$ cat src/rtl/uart_loader_pkg.sv
// rtl/uart_loader_pkg.sv - shared constants and state encoding for the UART register loader (LOADER_CHECKSUM_EN adds CHECK)
package uart_loader_pkg;

  localparam int BYTES_PER_WORD         = 4;
  localparam int DEFAULT_TIMEOUT_CYCLES = 5_000_000;

  localparam logic [2:0] ST_IDLE    = 3'd0;
  localparam logic [2:0] ST_COLLECT = 3'd1;
  localparam logic [2:0] ST_WRITE   = 3'd2;
  localparam logic [2:0] ST_CHECK   = 3'd3;
  localparam logic [2:0] ST_DONE    = 3'd4;

  typedef enum logic [2:0] {
    S_IDLE    = ST_IDLE,
    S_COLLECT = ST_COLLECT,
    S_WRITE   = ST_WRITE,
`ifdef LOADER_CHECKSUM_EN
    S_CHECK   = ST_CHECK,
`endif
    S_DONE    = ST_DONE
  } state_e;

  // States in which a load is in progress: busy is high and the idle timer runs
  function automatic logic is_active(input state_e s);
    case (s)
      S_COLLECT, S_WRITE: return 1'b1;
`ifdef LOADER_CHECKSUM_EN
      S_CHECK:            return 1'b1;
`endif
      default:            return 1'b0;
    endcase
  endfunction

endpackage

$ cat src/rtl/uart_byte_assembler.sv
// rtl/uart_byte_assembler.sv - packs accepted bytes MSB first into 32-bit words
module uart_byte_assembler
  import uart_loader_pkg::*;
(
  input  logic        clk,
  input  logic        rst,
  input  logic        clr,
  input  logic        accept,
  input  logic [7:0]  rx_data,
  output logic [31:0] word,
  output logic        word_ready
);

  logic [31:0] shreg_q, shreg_d;
  logic [1:0]  byte_cnt_q, byte_cnt_d;

  // Shift each accepted byte in at the bottom; clr restarts word alignment
  always_comb begin
    shreg_d    = shreg_q;
    byte_cnt_d = byte_cnt_q;
    if (clr) begin
      shreg_d    = '0;
      byte_cnt_d = '0;
    end else if (accept) begin
      shreg_d    = {shreg_q[23:0], rx_data};
      byte_cnt_d = byte_cnt_q + 2'd1;
    end
  end

  // Shift register and byte counter, cleared by the active-low reset
  always_ff @(posedge clk) begin
    if (!rst) begin
      shreg_q    <= '0;
      byte_cnt_q <= '0;
    end else begin
      shreg_q    <= shreg_d;
      byte_cnt_q <= byte_cnt_d;
    end
  end

  // The completed word is presented in the same cycle as its last byte so the
  // caller can latch it on the edge that takes that byte.
  assign word       = shreg_d;
  assign word_ready = accept && !clr && (byte_cnt_q == 2'(BYTES_PER_WORD - 1));

endmodule

$ cat src/rtl/uart_reg_loader.sv
// rtl/uart_reg_loader.sv - loads register-file words from UART bytes (LOADER_CHECKSUM_EN enables trailing XOR check)
module uart_reg_loader
  import uart_loader_pkg::*;
#(
  parameter int ADDR_BUS_WIDTH = 5,
  parameter int DATA_BUS_WIDTH = 32,
  parameter int NUM_WORDS      = 32,
  parameter int TIMEOUT_CYCLES = DEFAULT_TIMEOUT_CYCLES
) (
  input  logic                      clk,
  input  logic                      rst,
  input  logic                      start,
  input  logic [7:0]                rx_data,
  input  logic                      rx_valid,
  output logic [ADDR_BUS_WIDTH-1:0] wr_addr,
  output logic [DATA_BUS_WIDTH-1:0] wr_data,
  output logic                      wr_en,
  output logic                      busy,
  output logic                      done,
  output logic                      timeout_err,
  output logic                      chk_err
);

  localparam int                        TW         = $clog2(TIMEOUT_CYCLES + 1);
  localparam logic [TW-1:0]             TIMER_LAST = TW'(TIMEOUT_CYCLES - 1);
  localparam logic [ADDR_BUS_WIDTH-1:0] LAST_IDX   = ADDR_BUS_WIDTH'(NUM_WORDS - 1);

  state_e                    state_q, state_d;
  logic [ADDR_BUS_WIDTH-1:0] word_idx_q, word_idx_d;
  logic [ADDR_BUS_WIDTH-1:0] wr_addr_q, wr_addr_d;
  logic [DATA_BUS_WIDTH-1:0] wr_data_q, wr_data_d;
  logic [TW-1:0]             timer_q, timer_d;
  logic                      wr_en_q, wr_en_d;
  logic                      busy_q, busy_d;
  logic                      done_q, done_d;
  logic                      timeout_err_q, timeout_err_d;

  logic                      asm_clr;
  logic                      asm_accept;
  logic                      word_ready;
  logic [31:0]               word;

`ifdef LOADER_CHECKSUM_EN
  logic [7:0]                xor_q, xor_d;
  logic                      chk_err_q, chk_err_d;
`endif

  uart_byte_assembler u_asm (
    .clk        (clk),
    .rst        (rst),
    .clr        (asm_clr),
    .accept     (asm_accept),
    .rx_data    (rx_data),
    .word       (word),
    .word_ready (word_ready)
  );

  // Next-state, idle timer and registered-output computation for the load sequence
  always_comb begin
    state_d       = state_q;
    word_idx_d    = word_idx_q;
    wr_addr_d     = wr_addr_q;
    wr_data_d     = wr_data_q;
    timer_d       = timer_q;
    timeout_err_d = timeout_err_q;
    asm_clr       = 1'b0;
    asm_accept    = 1'b0;
`ifdef LOADER_CHECKSUM_EN
    xor_d         = xor_q;
    chk_err_d     = chk_err_q;
`endif

    case (state_q)
      S_IDLE: begin
        // A byte arriving here, even alongside start, is dropped
        if (start) begin
          state_d       = S_COLLECT;
          asm_clr       = 1'b1;
          word_idx_d    = '0;
          timeout_err_d = 1'b0;
`ifdef LOADER_CHECKSUM_EN
          xor_d         = '0;
          chk_err_d     = 1'b0;
`endif
        end
      end
      S_COLLECT: begin
        asm_accept = rx_valid;
        if (word_ready) begin
          state_d   = S_WRITE;
          wr_addr_d = word_idx_q;
          wr_data_d = word;
        end
      end
      S_WRITE: begin
        // A byte landing during the write strobe starts the next word
        asm_accept = rx_valid;
        word_idx_d = word_idx_q + 1'b1;
        if (word_idx_q == LAST_IDX) begin
`ifdef LOADER_CHECKSUM_EN
          state_d = S_CHECK;
`else
          state_d = S_DONE;
`endif
        end else begin
          state_d = S_COLLECT;
        end
      end
`ifdef LOADER_CHECKSUM_EN
      S_CHECK: begin
        if (rx_valid) begin
          chk_err_d = (rx_data != xor_q);
          state_d   = S_DONE;
        end
      end
`endif
      S_DONE: begin
        state_d = S_IDLE;
      end
      default: begin
        state_d = S_IDLE;
      end
    endcase

`ifdef LOADER_CHECKSUM_EN
    if (asm_accept) begin
      xor_d = xor_q ^ rx_data;
    end
`endif

    // Inter-byte watchdog: any byte restarts it, expiry abandons the load
    if (is_active(state_q)) begin
      if (rx_valid) begin
        timer_d = '0;
      end else begin
        timer_d = timer_q + 1'b1;
        if (timer_d == TIMER_LAST) begin
          state_d       = S_IDLE;
          timeout_err_d = 1'b1;
          timer_d       = '0;
        end
      end
    end else begin
      timer_d = '0;
    end

    busy_d  = is_active(state_d);
    done_d  = (state_d == S_DONE);
    wr_en_d = (state_d == S_WRITE);
  end

  // State and output registers, all cleared by the active-low reset
  always_ff @(posedge clk) begin
    if (!rst) begin
      state_q       <= S_IDLE;
      word_idx_q    <= '0;
      wr_addr_q     <= '0;
      wr_data_q     <= '0;
      timer_q       <= '0;
      wr_en_q       <= 1'b0;
      busy_q        <= 1'b0;
      done_q        <= 1'b0;
      timeout_err_q <= 1'b0;
`ifdef LOADER_CHECKSUM_EN
      xor_q         <= '0;
      chk_err_q     <= 1'b0;
`endif
    end else begin
      state_q       <= state_d;
      word_idx_q    <= word_idx_d;
      wr_addr_q     <= wr_addr_d;
      wr_data_q     <= wr_data_d;
      timer_q       <= timer_d;
      wr_en_q       <= wr_en_d;
      busy_q        <= busy_d;
      done_q        <= done_d;
      timeout_err_q <= timeout_err_d;
`ifdef LOADER_CHECKSUM_EN
      xor_q         <= xor_d;
      chk_err_q     <= chk_err_d;
`endif
    end
  end

  assign wr_addr     = wr_addr_q;
  assign wr_data     = wr_data_q;
  assign wr_en       = wr_en_q;
  assign busy        = busy_q;
  assign done        = done_q;
  assign timeout_err = timeout_err_q;
`ifdef LOADER_CHECKSUM_EN
  assign chk_err     = chk_err_q;
`else
  assign chk_err     = 1'b0;
`endif

endmodule

$ cat config.mk
export PLATFORM = sky130hd
export DESIGN_NAME = uart_reg_loader
export DESIGN_NICKNAME = d
export VERILOG_FILES = /design/src/rtl/uart_loader_pkg.sv /design/src/rtl/uart_byte_assembler.sv /design/src/rtl/uart_reg_loader.sv
export SDC_FILE = /design/constraint.sdc
export NUM_CORES = 1
export LEC_CHECK = 0
export ABC_AREA = 1
export CAP_MARGIN = 20
export CORE_ASPECT_RATIO = 1.1
export CORE_MARGIN = 2
export CORE_UTILIZATION = 47
export CTS_BUF_LIST = sky130_fd_sc_hd__clkbuf_16
export DETAILED_ROUTE_END_ITERATION = 16
export PLACE_DENSITY = 0.68
export SETUP_SLACK_MARGIN = 0.5
export SLEW_MARGIN = 10
export SYNTH_ARGS = -nofsm -noshare
export SYNTH_HDL_FRONTEND = slang
export SYNTH_HIERARCHICAL = 1
export SYNTH_SLANG_ARGS = --single-unit
$ cat constraint.sdc
create_clock -name clk -period 6.9 [get_ports clk]
set_input_delay 1.725 -clock clk [delete_from_list [all_inputs] [get_ports clk]]
set_output_delay 1.725 -clock clk [all_outputs]
set_load 0.05 [all_outputs]
==> results.tsv, run 1 <==
stage	metric	value	unit
clock_tree	tritoncts	built	
power_and_ir_drop	p_leak	2.598	nW
sta	period_needed	4.385	ns
sta	worstMarginPinSlew	0.8667	ns
clock_tree	cts_setup_buffers	0	
global_route	grt_pass1_wl	19.23	mm
global_route	antenna_found_initial	0	
worst_hold_path	hp-class	flop to flop	
drt	num_vias	4408	
synth	avgSynthCellArea	7.009	um2
finish	antenna_cells	0	
power_and_ir_drop	fin_total_pwr	1.239	mW
clock_tree	cts_root_buffer	clkbuf_16	
drt	drcViolationCount	0	
clock_tree	clkLatencyLatePin	0.34	ns
clock_tree	cts_made_buffers	9	
power_and_ir_drop	p_int	0.9358	mW
flow_run	drv_cap	0	
finish	layout_common_cells	nor2_1, nand2_1, inv_1	
setup_path	worstSetupPathType	input pin to flop	
finish	layout-drive-gt1-share	0.1607	
synth	synth.distinct_cells	29	
sta	hold_viol	0	
drt	drt-total-wl	11.03	mm
sta	fin_skew	0.008114	ns
global_route	grt_usage	0.1966	
worst_hold_path	hold_end	timer_q[0]	
synth	synth-seq-cells	106	
clock_tree	cts.sinks	106	
sta	max_freq	0.2281	GHz
die	core	10810	um2
global_route	gr-total-overflow	0	
synth	synth_cells	739	
drt	viasPerCell	4.735	
sta	period_share	0.6355	
synth	synth_nets	756	
drt	drtIter0Drc	206	
drt	ant_nets	0	
worst_hold_path	hp-start	timer_q[0]	
synth	syn-cell-area	5180	um2
setup_path	start_kind	input pin	
die	num_rows	40	
power_and_ir_drop	p_sw	0.3036	mW
die	die_h	114.1	um
clock_tree	cts_max_path_buffers	2	
synth	seq_area_frac_synth	0.4097	
die	ioPinCount	54	
setup_path	timing.rr.start	state_q[0]	
placement	port_buffers	52	
power_and_ir_drop	vdd_drop_max	0.0001123	V
power_and_ir_drop	comb_power_share	0.079	
power_and_ir_drop	clkPwrFrac	0.419	
power_and_ir_drop	p_per_area	204.6	nW/um2
placement	hpwl	7.800	mm
global_route	grt_max_degree	37	
clock_tree	path_clk_slew	0.07	ns
setup_path	path_max_fanout	36	
setup_path	reg2reg_slack	3.41	ns
placement	place_congestion	0.8456	
setup_path	r2r_cells	16	
worst_hold_path	min_path_cells	1	
synth	yosys_warnings	6	
clock_tree	cts-resized-gates	0	
setup_path	end_kind	flop	
global_route	first_global_vias	4288	
run_status	status	complete, no violations	
clock_tree	cts_htree_levels	3	
finish	synthToLayoutAreaGrowth	16.96	%
setup_path	required	7.19	ns
die	die_w	104.1	um
sta	setup_viol	0	
power_and_ir_drop	sequentialPowerShare	0.502	
setup_path	cp.arrival	4.67	ns
drt	wire_per_inst	11.84	um
setup_path	r2r_end	busy	
finish	nets	797	
sta	maxSlewViolCount	0	
die	die_area	11880	um2
power_and_ir_drop	p_sw_frac	0.2450	
sta	rsz0062_at_grt	no	
drt	drt-pass1-iter-count	5	
sta	relSlewSlack	0.4213	
clock_tree	cts_hold_buf	0	
die	start_util	0.4792	
sta	final.setup.tns	0	ns
## per-stage QoR
stage                     worst slack [ns]  utilization  cells  hold WS (ns)  instance area (um2)
after floorplan                      3.807            -    739        0.4296                 5180
after global placement               2.022       0.5316    915        0.4432                 5747
after detailed placement             1.889       0.5316    915        0.4605                 5747
after CTS                            2.248       0.5594    930        0.4717                 6047
after global routing                 2.155       0.5604    931        0.5050                 6058
final                                2.515       0.5604    931        0.4695                 6058
## cells in the mapped netlist (all sizes together)
master  number  share of area
o221ai       1         0.0017
xnor2        2         0.0034
inv        134          0.098
a221oi       1         0.0017
xor2         2         0.0034
nand3b       2         0.0029
and2         2         0.0024
conb         1        0.00072
nand3       56          0.083
nand2      166           0.14
nand4        5         0.0060
nor3         3         0.0029
nor2       175           0.15
clkbuf      11         0.0080
buf         16          0.025
a21oi        8         0.0077
ha           5          0.012
dfxtp      106           0.41
o21ai       43          0.042
## sequential cells by signal, summed over array words and instances (netlist names)
| register | flops |
|---|---|
| busy | 1 |
| done | 1 |
| state_q | 3 |
| timeout_err | 1 |
| timer_q | 23 |
| u_asm/byte_cnt_q | 2 |
| u_asm/shreg_q | 32 |
| word_idx_q | 5 |
| wr_addr | 5 |
| wr_data | 32 |
| wr_en | 1 |
## final cells by class
type                    instances  area [um2]
clock buffers                   9       225.2
clock inverters                 6       75.07
fillers                      1070        4752
inverters                     134       505.5
multi-input cells             472        2385
flip-flops and latches        106        2122
well taps                     147       183.9
repair buffers                 57       561.8
## logic make-up after synthesis
family,synth area share
xor gates and xnor gates,0.006765
adders and majority gates,0.01208
DFF,0.4097
other,0.0007239
AOI/OAI and AO/OA,0.05338
buffers and inverters,0.1304
and+or+nand+nor,0.3870
## power groups by stage
stage	clock (mW)	sequential, mW	combinational, mW
global placement	0	0.637	0.0955
detailed placement	0	0.637	0.0969
finish	0.519	0.623	0.0975
floorplan	0	0.638	0.0775
CTS	0.532	0.623	0.0980
global route	0.561	0.624	0.110
## critical path, cell delays in order
cell and delay [ns]:
clkdlybuf4s50_1 0.49, inv_1 0.07, nor2_2 0.10, buf_4 0.35, nand2_1 0.09, nor2_1 0.14, nand2_1 0.35, buf_6 0.30
inv_1 0.42, buf_4 0.37, nand3_1 0.15, nand2_1 0.09
## worst max path at each step
| stage | from | end | slack (ns) | cells past startpoint |
|---|---|---|---|---|
| 2_1_floorplan | rx_valid | wr_addr[2] | 3.81 | 11 |
| 3_3_place_gp | rx_valid | busy | 2.02 | 11 |
| 6_report | rx_valid | busy | 2.52 | 12 |
| 5_1_grt | rx_valid | wr_addr[2] | 2.15 | 12 |
| 3_5_place_dp | rx_valid | wr_addr[2] | 1.89 | 11 |
| 4_1_cts | rx_valid | busy | 2.25 | 11 |
## layer usage
| metal | up-vias | wire, um | track usage |
|---|---|---|---|
| met4 | 0 | 143 | 0.05495 |
| met2 | 83 | 5304 | 0.3377 |
| met3 | 11 | 423 | 0.03870 |
| li1 | 2290 | - | - |
| met1 | 2024 | 5153 | 0.2537 |
| met5 | - | 0 | 0 |
(Power assumes the default switching activity.)
==> run 2, diff against run 1 <==
--- a/config.mk
+++ b/config.mk
@@ -12,7 +12,7 @@
 export CORE_UTILIZATION = 47
 export CTS_BUF_LIST = sky130_fd_sc_hd__clkbuf_16
 export DETAILED_ROUTE_END_ITERATION = 16
-export PLACE_DENSITY = 0.68
+export PLACE_DENSITY = 0.71
 export SETUP_SLACK_MARGIN = 0.5
 export SLEW_MARGIN = 10
 export SYNTH_ARGS = -nofsm -noshare
==> constraint.sdc (replaced) <==
create_clock -name clk -period 4 [get_ports clk]
set_input_delay 1 -clock clk [delete_from_list [all_inputs] [get_ports clk]]
set_output_delay 1 -clock clk [all_outputs]
set_load 0.05 [all_outputs]
==> results.tsv, run 2 (synthesized netlist as in run 1, its figures left out) <==
stage	metric	value	unit	change
run_status	status	complete, no violations		
setup_path	required	4.27	ns	-2.92 ns
setup_path	cp_slowest_cell	clkdlybuf4s50_1		
sta	period_share	0.6532		
sta	fin_skew	0.006375	ns	-0.001739 ns
worst_hold_path	hold_end	word_idx_q[3]		
clock_tree	cts_htree_levels	3		unchanged
finish	antenna_cells	0		unchanged
global_route	gr-total-overflow	0		unchanged
setup_path	crit_top_cell	inv_1		
sta	hold_viol	0		unchanged
sta	whs	0.4644	ns	-0.005065 ns
drt	num_vias	4365		-0.98%
clock_tree	cts_made_buffers	9		unchanged
drt	drt-total-wl	10.93	mm	-0.91%
drt	drtIter0Drc	204		-0.97%
global_route	grt_usage	0.1920		-0.004563
clock_tree	cts_setup_buffers	0		unchanged
setup_path	path_max_fanout	35		-2.8%
setup_path	max_stage_delay	0.50	ns	about the same
placement	pre_cts_slack	1.095	ns	-0.7937 ns
setup_path	r2r_cells	13		-3
sta	rsz0062_at_grt	no		
die	core	10810	um2	unchanged
finish	layout_common_cells	nor2_1, nand2_1, inv_1		
placement	port_buffers	52		unchanged
setup_path	cp.arrival	2.88	ns	-1.79 ns
finish	synthToLayoutAreaGrowth	17.20	%	
die	die_h	114.1	um	unchanged
clock_tree	clkLatencyLatePin	0.34	ns	about the same
worst_hold_path	hp-start	word_idx_q[3]		
power_and_ir_drop	p_leak	2.603	nW	+0.22%
worst_hold_path	min_path_cells	2		+1
die	die_area	11880	um2	unchanged
finish	n_fill_cell	1020		-4.7%
global_route	grt_pass1_wl	18.88	mm	-1.8%
setup_path	timing.rr.start	timer_q[1]		
setup_path	cp_cell_sequence	clkdlybuf4s50_1, inv_1, nor2_2, buf_4, inv_4, nand2_2, nand3_2, inv_1, o21ai_0, nor2_1		
global_route	antenna_found_initial	0		unchanged
drt	drt-pass1-iter-count	4		-1
setup_path	crit_buf_inv	5		-1
finish	nets	799		+0.25%
placement	hpwl	7.761	mm	-0.50%
clock_tree	tritoncts	built		
sta	maxSlewViolCount	0		unchanged
setup_path	reg2reg_slack	1.51	ns	-1.90 ns
setup_path	end_kind	flop		
global_route	first_global_vias	4314		+0.61%
flow_run	drv_cap	0		unchanged
power_and_ir_drop	p_per_area	347.7	nW/um2	+70%
finish	layout-drive-gt1-share	0.1616		+0.0008633
drt	viasPerCell	4.678		-1.2%
power_and_ir_drop	vdd_drop_max	0.0002568	V	+130%
clock_tree	cts.sinks	106		unchanged
setup_path	critical-path-top-delay-family	buffers and inverters		
sta	period_needed	2.613	ns	
drt	wire_per_inst	11.71	um	-1.1%
die	die_w	104.1	um	unchanged
sta	setup_slack	1.387	ns	-1.128 ns
setup_path	r2r_end	timer_q[18]		
worst_hold_path	hp-class	flop to flop		
die	num_rows	40		unchanged
drt	drcViolationCount	0		unchanged
clock_tree	cts_hold_buf	0		unchanged
die	ioPinCount	54		unchanged
placement	place_area	5782	um2	+0.61%
finish	fin_area	6071	um2	+0.21%
sta	setup_viol	0		unchanged
clock_tree	path_clk_slew	0.07	ns	about the same
global_route	grt_max_degree	36		-2.7%
clock_tree	cts-resized-gates	0		unchanged
sta	max_freq	0.3827	GHz	
drt	ant_nets	0		unchanged
clock_tree	cts_root_buffer	clkbuf_16		
setup_path	worstSetupPathType	input pin to flop		
sta	relSlewSlack	0.4375		+0.01618
sta	worstMarginPinSlew	0.8425	ns	-0.02423 ns
die	start_util	0.4792		unchanged
clock_tree	cts_max_path_buffers	2		unchanged
setup_path	start_kind	input pin		
placement	place_congestion	0.8726		+3.2%
sta	final.setup.tns	0	ns	unchanged
-- run 2: worst max-delay path by stage --
| stage | slack [ns] | from | endpoint | cells after the start |
|---|---|---|---|---|
| 2_1_floorplan | 1.63 | rx_valid | wr_addr[2] | 11 |
| 3_3_place_gp | 1.09 | rx_valid | wr_data[9] | 10 |
| 3_5_place_dp | 1.10 | rx_valid | wr_data[8] | 10 |
| 4_1_cts | 1.41 | wr_data[19] | wr_data[19] | 1 |
| 5_1_grt | 1.21 | timer_q[1] | timer_q[9] | 13 |
| 6_report | 1.39 | rx_valid | wr_data[8] | 10 |
-- run 2: stage by stage --
stage | power, mW | cells | utilization
2_1_floorplan | 1.235 | 739 | -
3_3_place_gp | 1.264 | 918 | 0.5348
3_5_place_dp | 1.267 | 918 | 0.5348
4_1_cts | 2.128 | 933 | 0.5616
5_1_grt | 2.193 | 933 | 0.5616
6_report | 2.111 | 933 | 0.5616
-- run 2: where the power goes --
group / switching (mW) / internal, mW
logic: 0.115 / 0.0538
registers: 0.00461 / 1.07
clock network: 0.384 / 0.483
-- run 2: area by class of cell --
| cell class | count | area [um2] | area share |
|---|---|---|---|
| Tap cell | 147 | 183.9 | 0.03030 |
| Clock inverter | 6 | 63.81 | 0.01051 |
| Inverter | 134 | 505.5 | 0.08326 |
| Timing Repair Buffer | 59 | 585.6 | 0.09646 |
| Multi-Input combinational cell | 472 | 2385 | 0.3928 |
| Clock buffer | 9 | 225.2 | 0.03710 |
| Sequential cell | 106 | 2122 | 0.3495 |
-- run 2: per-layer routing --
metal	global-route usage	share of wire
met5	0	0
met4	0.06486	0.013
met3	0.03415	0.034
met2	0.3421	0.49
met1	0.2356	0.46
-- run 2: worst reg2reg max path, stage by stage, from the launching register on --
cell and delay (ns):
dfxtp_1 0.39, ha_1 0.25, nand2_1 0.11, nor2_4 0.19, nand2_1 0.10, nor2_1 0.26, nand2_1 0.08, nand2_1 0.07
nand2_1 0.08, nand2_1 0.08, nor2_1 0.05, nand2_1 0.07, nand3_2 0.42, nor2_1 0.25
==> run 3, diff against run 2 <==
==> constraint.sdc (replaced) <==
create_clock -name clk -period 2.2 [get_ports clk]
set_input_delay 0.55 -clock clk [delete_from_list [all_inputs] [get_ports clk]]
set_output_delay 0.55 -clock clk [all_outputs]
set_load 0.05 [all_outputs]
==> results.tsv, run 3 (synthesized netlist as in run 1, its figures left out) <==
stage	metric	value	unit	change
clock_tree	cts_htree_levels	3		unchanged
clock_tree	path_clk_slew	0.07	ns	about the same
clock_tree	tritoncts	built		
placement	place_area	6135	um2	+6.1%
drt	drt-total-wl	12.97	mm	+19%
sta	setup_viol	0		unchanged
global_route	grt_max_degree	33		-8.3%
sta	max_freq	0.4700	GHz	
global_route	met1_usage	0.2509		+0.01533
finish	nets	840		+5.1%
global_route	first_global_vias	4665		+8.1%
global_route	gr-total-overflow	0		unchanged
die	die_h	114.1	um	unchanged
setup_path	worstSetupPathType	flop to flop		
drt	drt-pass1-iter-count	4		unchanged
setup_path	cp_slowest_cell	dfxtp_4		
power_and_ir_drop	vdd_drop_max	0.0003613	V	+41%
setup_path	path_max_fanout	7		-80%
drt	viasPerCell	4.838		+3.4%
clock_tree	cts_root_buffer	clkbuf_16		
sta	final.setup.tns	0	ns	unchanged
sta	rsz0062_at_grt	yes		
flow_run	drv_cap	0		unchanged
sta	period_share	0.9672		
sta	maxSlewViolCount	0		unchanged
sta	fin_skew	0.006992	ns	+0.0006169 ns
setup_path	cp_cell_sequence	inv_1, nor2_4, nand2_4, o21ai_0, nand2_1, inv_1, nand3_2, nor2_2, nand2_2, nand3_4, clkbuf_16, nor2_1		
placement	port_buffers	52		unchanged
power_and_ir_drop	p_leak	2.974	nW	+14%
power_and_ir_drop	p_per_area	562.8	nW/um2	+62%
global_route	grt_busiest_layer	met2		
die	ioPinCount	54		unchanged
clock_tree	cts_made_buffers	9		unchanged
placement	hpwl	8.322	mm	+7.2%
setup_path	reg2reg_slack	0.07	ns	-1.44 ns
finish	synthToLayoutAreaGrowth	34.25	%	
sta	hold_viol	0		unchanged
finish	layout_common_cells	inv_1, nand2_1, nor2_1		
sta	period_needed	2.128	ns	
drt	drcViolationCount	0		unchanged
global_route	grt_pass1_wl	20.86	mm	+10%
clock_tree	clkLatencyLatePin	0.35	ns	about the same
drt	wire_per_inst	13.33	um	+14%
finish	n_fill_cell	954		-6.5%
clock_tree	cts.sinks	106		unchanged
finish	fin_util	0.6433		+0.08171
run_status	status	complete, no violations		
clock_tree	cts_max_path_buffers	2		unchanged
setup_path	required	2.45	ns	-1.82 ns
global_route	antenna_found_initial	0		unchanged
drt	drtIter0Drc	237		+16%
drt	ant_nets	0		unchanged
global_route	gr-usage-met2	0.3961		+0.05395
setup_path	crit_top_cell	inv_1		
die	core	10810	um2	unchanged
die	die_area	11880	um2	unchanged
clock_tree	cts_hold_buf	0		unchanged
placement	place_congestion	0.8737		+0.13%
die	start_util	0.4792		unchanged
die	die_w	104.1	um	unchanged
setup_path	end_kind	flop		
setup_path	cp.arrival	2.38	ns	-0.50 ns
finish	antenna_cells	0		unchanged
finish	final_common_cell	inv_1		
finish	fin_area	6954	um2	+15%
finish	layout-drive-gt1-share	0.3269		+0.1653
drt	num_vias	4707		+7.8%
global_route	grt_usage	0.2170		+0.02500
setup_path	max_stage_delay	0.37	ns	-0.13 ns
worst_hold_path	hp-class	flop to flop		
global_route	met3_usage	0.03073		-0.003415
die	num_rows	40		unchanged
setup_path	start_kind	flop		
==> run 3: where the power goes <==
| part | switching, mW | internal (mW) |
|---|---|---|
| clock network | 0.688 | 0.860 |
| logic | 0.242 | 0.172 |
| registers | 0.00911 | 1.94 |
| total | 0.939 | 2.97 |
==> run 3: cell type report <==
| type | count | area (um2) | share of cell area |
|---|---|---|---|
| clock buffers | 9 | 225.2 | 0.03239 |
| repair buffers | 100 | 1196 | 0.1720 |
| multi-input cells | 472 | 2654 | 0.3816 |
| inverters | 134 | 508.0 | 0.07305 |
| clock inverters | 5 | 50.05 | 0.007197 |
| flip-flops and latches | 106 | 2137 | 0.3073 |
| well taps | 147 | 183.9 | 0.02645 |
==> run 3: final timing paths <==
path,startpoint,end,depth (start not counted)
setup / recovery,timer_q[0],timer_q[10],12
hold / removal,word_idx_q[3],word_idx_q[3],2
setup reg to reg,timer_q[0],timer_q[10],12
hold reg to reg,word_idx_q[3],word_idx_q[3],2
==> run 3: routing by layer <==
metal  vias to the layer above  wire length [um]
li1                       2383                 -
met4                         0               377
met5                         -                 0
met1                      2210              5564
met2                        90              6608
met3                        24               417
==> run 3: through the flow <==
stage / hold slack [ns] / total power [mW] / std cells / setup WS [ns]
3_5_place_dp: 0.4468 / 2.376 / 939 / 0.02164
4_1_cts: 0.4534 / 3.929 / 967 / 0.2106
5_1_grt: 0.4914 / 4.043 / 973 / -0.02656
3_3_place_gp: 0.4407 / 2.367 / 939 / 0.03265
2_1_floorplan: 0.4303 / 2.247 / 739 / 0.3637
6_report: 0.4703 / 3.914 / 973 / 0.07219
==> run 3: repair_timing <==
action / in CTS / in global routing
gates cloned: 4 / 2
pin swaps: 11 / 27
endpoints found under the setup margin: 120 / 86
buffers inserted: 10 / 4
resized for setup: 152 / 49
==> run 3: critical path: cells and delay by family (launching register included) <==
family | cells | cell delay, ns
buffers and inverters | 3 | 0.41
DFF | 1 | 0.37
AOI/OAI and AO/OA | 1 | 0.27
and+or+nand+nor | 8 | 0.97
